<file path="src/rtl/compound_receiver_pkg.sv">
// Shared types for the compound receiver: producer message layout, accumulator
// arithmetic and the receiver's section enum.
package scam_model_types;

  // y=1 accumulates x (sign-extended) modulo 2^32; y=0 loads x reinterpreted as unsigned.
  function automatic logic [31:0] scam_accumulate(input logic [31:0] acc,
                                                  input logic signed [31:0] x,
                                                  input logic y);
    logic [31:0] x_bits;
    x_bits = unsigned'(x);
    return y ? (acc + x_bits) : x_bits;
  endfunction

endpackage

package testbasic22_types;

  typedef struct packed {
    logic signed [31:0] x;
    logic               y;
  } test_compound;

endpackage

package compound_receiver_types;

  typedef enum logic [1:0] {
    section_idle = 2'd0,
    section_proc = 2'd1,
    section_send = 2'd2
  } Sections;

endpackage

</file>
<file path="src/rtl/compound_receiver.sv">
// Receives test_compound messages, folds them into a 32-bit accumulator and
// offers each result downstream with a notify/sync handshake.
module compound_receiver
  import scam_model_types::*;
  import testbasic22_types::*;
  import compound_receiver_types::*;
#(
  parameter logic [31:0] ACC_INIT = 32'd30
) (
  input  logic         clk,
  input  logic         rst,
  input  test_compound b_in,
  input  logic         b_in_sync,
  output logic         b_in_notify,
  output logic [31:0]  m_out,
  output logic         m_out_notify,
  input  logic         m_out_sync,
  output logic [7:0]   rx_count
);

  Sections      state_reg;
  test_compound msg_reg;
  logic [31:0]  acc_reg;
  logic [31:0]  acc_next;

  always_comb begin
    acc_next = scam_accumulate(acc_reg, msg_reg.x, msg_reg.y);
  end

  // Input and output phases never overlap: b_in_notify is only high in section_idle.
  always_ff @(posedge clk or negedge rst) begin
    if (!rst) begin
      state_reg    <= section_idle;
      msg_reg      <= '0;
      acc_reg      <= ACC_INIT;
      m_out        <= '0;
      m_out_notify <= 1'b0;
      b_in_notify  <= 1'b1;
      rx_count     <= '0;
    end else begin
      case (state_reg)
        section_idle: begin
          if (b_in_notify && b_in_sync) begin
            msg_reg     <= b_in;
            b_in_notify <= 1'b0;
            rx_count    <= rx_count + 8'd1;
            state_reg   <= section_proc;
          end
        end
        section_proc: begin
          acc_reg      <= acc_next;
          m_out        <= acc_next;
          m_out_notify <= 1'b1;
          state_reg    <= section_send;
        end
        section_send: begin
          if (m_out_sync) begin
            m_out_notify <= 1'b0;
            b_in_notify  <= 1'b1;
            state_reg    <= section_idle;
          end
        end
        default: begin
          state_reg <= section_idle;
        end
      endcase
    end
  end

endmodule

</file>
<file path="config.mk">
export PLATFORM = sky130hd
export DESIGN_NAME = compound_receiver
export DESIGN_NICKNAME = d
export VERILOG_FILES = /design/src/rtl/compound_receiver_pkg.sv /design/src/rtl/compound_receiver.sv
export SDC_FILE = /design/constraint.sdc
export NUM_CORES = 1
export LEC_CHECK = 0
export CORE_UTILIZATION = 30
export DETAILED_ROUTE_END_ITERATION = 7
export GPL_TIMING_DRIVEN = 0
export PLACE_DENSITY_LB_ADDON = 0.08
export SLEW_MARGIN = 20
export SYNTH_ARGS = -nofsm -noshare
export SYNTH_HDL_FRONTEND = slang
export SYNTH_SLANG_ARGS = --single-unit
</file>
<file path="constraint.sdc">
create_clock -name clk -period 3.45 [get_ports clk]
set_input_delay 0.345 -clock clk [delete_from_list [all_inputs] [get_ports clk]]
set_output_delay 0.345 -clock clk [all_outputs]
set_load 0.005 [all_outputs]
</file>
==> After elaboration in Yosys (flattened, before gate mapping) <==
Cells that the tools add are included.
{ "totals": {"regBits": 109, "in_bits": 37, "out_inout_bits": 42} }
{ "op_classes": {"addsub": 2, "eq_ne": 4, "muxes": 9, "reduce_logical": 8} }
{ "ops": {"columns": ["operator", "n"], "rows": [
  ["32-bit adder", 1],
  ["32-bit 2-to-1 mux", 1],
  ["8-bit by 1-bit adder with 8-bit output, second input constant", 1],
  ["2-bit case mux with 3 select lines", 1],
  ["2-bit AND reduction", 3],
  ["2-bit 2-to-1 mux", 2],
  ["2-bit != test, second input constant", 2],
  ["1-bit case mux with 2 select lines", 2],
  ["2-bit nonzero test", 2],
  ["1-bit 2-to-1 mux", 3],
  ["3-bit AND reduction", 1],
  ["2-bit by 1-bit == test with 1-bit output, second input constant", 1],
  ["2-bit == test, second input constant", 1],
  ["2-bit logical NOT", 1],
  ["1-bit logical AND", 1]
]} }

==> Logic depth before layout (Yosys ltp) <==
{ "logic_depth": {"depth_word": 3, "ltp_mapped": 10, "depth_no_buf": 10} }

==> Worst setup path before layout <==
No wires, ideal clock.
{ "synth_path": {"kind": "register to register", "from": "reg, netlist name m_out[0]", "to": "reg m_out[14]", "arrival_ps": 2514, "path_slack_ps": 803, "path_stages_with_launch": 11, "n_path_buf": 0, "cell_sequence": "dfrtp_1 ha_1 fa_1 a211oi_1 o21a_1 nor4_4 a2111oi_0 nor2_1 xor2_1 mux2i_1 o21ai_0"} }
{ "synth_lines": {"columns": ["item", "line", "rtl"], "rows": [
  ["end signal, assigned", "compound_receiver.sv:52", "m_out <= acc_next;"],
  ["end, declared", "compound_receiver.sv:15", "output logic [31:0] m_out,"]
]} }

==> qor.txt <==
status = complete, no violations
Wirelength per Cell = 16.5 um
initial antenna violation count = 0
Final Hold Viols = 0
Post-Syn Area = 5250 um^2
ys flop type = dfrtp_1
synth unique cells = 59
power per cell area = 861 nW/um^2
Final period util = 88.8%
Clock H-tree levels = 3
RePlAce Congestion = 0.853
DRT Pass-1 Iters = 6
Post-synth EDFFs = 0
# nets final = 700
Max clock buf depth = 2
Mapped Avg Cell Area = 9.74 um^2
Synth top area share = 36.2%
max reg flops = 33
I/O pins = 79
Max Slew Vio Count = 0
Placement Cell Area = 6330 um^2
Worst Hold Class = input pin to async pin
R2R setup slack = 0.38 ns
drc violations = 0
syn_nets = 609
Setup crit start kind = flip-flop
Setup CP Type = flip-flop to flip-flop
share of layout cells above drive strength 1 = 16.9%
pin count of the biggest net entering global routing = 54
DRT iter0 DRCs = 200
vias in the first global route = 4303
CTS tree = built
Port-buffer cells = 78
Via density = 5.00
Worst Setup SP = m_out[0]
top cells by count, synth = dfrtp_1 (76), o21ai_0 (45), nand2_1 (44), a21oi_1 (42), mux2_2 (35)
clock sink count = 81
synthesized flop and latch total = 81
first-pass GRT wire length = 23000 um
total grt overflow = 0
clock skew = 0.0117 ns
max_cap viols = 0
Final setup viols = 0
P_leak = 2.97 nW
Slew HR = 35.9%
Setup Fix Bufs, Post-CTS = 0
Syn. warnings = 0
Critical Path AT = 3.27 ns
Reg-to-Reg Start = m_out[0]
Die W = 134 um
Peak VDD IR = 0.000317 V
Fill cells = 1722
Final HPWL DP = 10600 um
P&R area growth vs syn = 26.2%
top area cells in the synthesized netlist = dfrtp_1 (36%), ha_1 (7.6%), mux2_2 (7.5%)
Achievable Freq = 326 MHz
power after layout = 5.70 mW
ANT cells = 0
die area = 18000 um^2
TritonCTS buffer count = 9
Slew @ Worst Pin = 0.962 ns
Seq/Total Area, Yosys = 38.7%
R2R cell count = 10
crit end category = flip-flop
Initial Util = 31.2%
die span in y = 134 um
Finished Cell Area = 6630 um^2
Worst-Skew Late Latency = 0.35 ns
CTS resizes = 0
Post-synth ARST share = 100%
Routed WL = 14100 um
row count = 47
post-route minimum period = 3.07 ns
RSZ-0062 raised after global routing = false
most common cell in the synthesized netlist = dfrtp_1
WHS = 0.471 ns
Crit path required time = 3.65 ns
hold_buf cts = 1
cell count after synthesis = 539
clk slew on worst S/H paths = 0.07 ns
FF-to-FF End = m_out[14]
Via Count = 4275
Root Buffer = clkbuf_16
Worst setup endpoint = m_out[14]
post-route ant nets = 0
Worst Path Max Fanout = 3
largest area contributor in the netlist = dfrtp_1
GRT Total Usage = 16.6%
core footprint = 16800 um^2
-- layer usage --
metal | vias up | share of wire (%) | wire, um | GRT usage, %
li1 | 2119 | - | - | -
met1 | 2068 | 48 | 6750 | 22.8
met2 | 73 | 47 | 6600 | 26.4
met3 | 15 | 4.1 | 575 | 2.65
met4 | 0 | 1.3 | 182 | 5.99
met5 | - | 0 | 0 | 0
-- placed cells by master, fill, tap and decap left out, types with 10 or more instances in the layout --
cell              n
clkbuf_1         15
nand2_1          44
clkdlybuf4s50_1  77
o21ai_0          45
nand4_1          10
dfrtp_1          76
a21oi_1          42
ha_1             32
mux2i_1          12
xnor2_1          21
buf_4            30
inv_1            10
a21o_1           14
mux2_2           35
nor2_1           34
a211oi_1         10
-- worst min path at each step --
stage	endpoint	slack, ns	cells past startpoint
after CTS	msg_reg[24]	0.48	2
after detailed placement	msg_reg[18]	0.31	1
after global routing	rx_count[7]	0.50	1
after floorplan	acc_reg[31]	0.05	0
final	m_out[23]	0.47	2
after global placement	rx_count[7]	0.46	1
-- power breakdown --
group	internal [mW]	leakage, nW	total (mW)	switching [mW]
sequential	1.34	1.04	1.67	0.334
clock	0.517	0.140	0.953	0.436
combinational	1.56	1.79	3.08	1.52
total	3.41	2.97	5.70	2.29
-- layout make-up --
type	instances	area, um^2	share of cell area [%]
clock inverters	6	47.5	0.718
flip-flops and latches	81	2030	30.7
inverters	10	37.5	0.566
plain buffers	51	352	5.31
repair buffers	80	816	12.3
well taps	220	275	4.15
multi-input cells	397	2830	42.7
clock buffers	10	239	3.61
-- through the flow --
step,utilization (%),std cells,worst slack [ns],setup TNS (ns)
4_1_cts,39.4,855,0.392,0
3_5_place_dp,37.6,838,0.174,0
3_3_place_gp,37.5,837,-1.15,-86.91
6_report,39.4,855,0.385,0
5_1_grt,39.4,855,0.133,0
2_1_floorplan,-,539,0.803,0
-- worst max-delay path, stage by stage (launching register included) --
cell and delay [ns]:
dfrtp_1 0.40, ha_1 0.25, fa_1 0.44, a211oi_1 0.35, o21a_1 0.25, nor4_4 0.08
a2111oi_0 0.62, nor2_1 0.14, xor2_1 0.17, mux2i_1 0.13, o21ai_0 0.10
-- kinds of logic (layout without fill, tap and decap cells) --
kind of cell	after synthesis	in the layout	share of synthesized area, %
AOI/OAI and AO/OA	159	159	19.3
xor gates and xnor gates	29	29	4.84
adders and majority gates	33	33	8.01
buffers and inverters	61	157	7.41
DFF	81	81	38.7
muxes	47	47	9.80
and+or+nand+nor	129	129	11.9
Power figures use the tool's default switching activity.
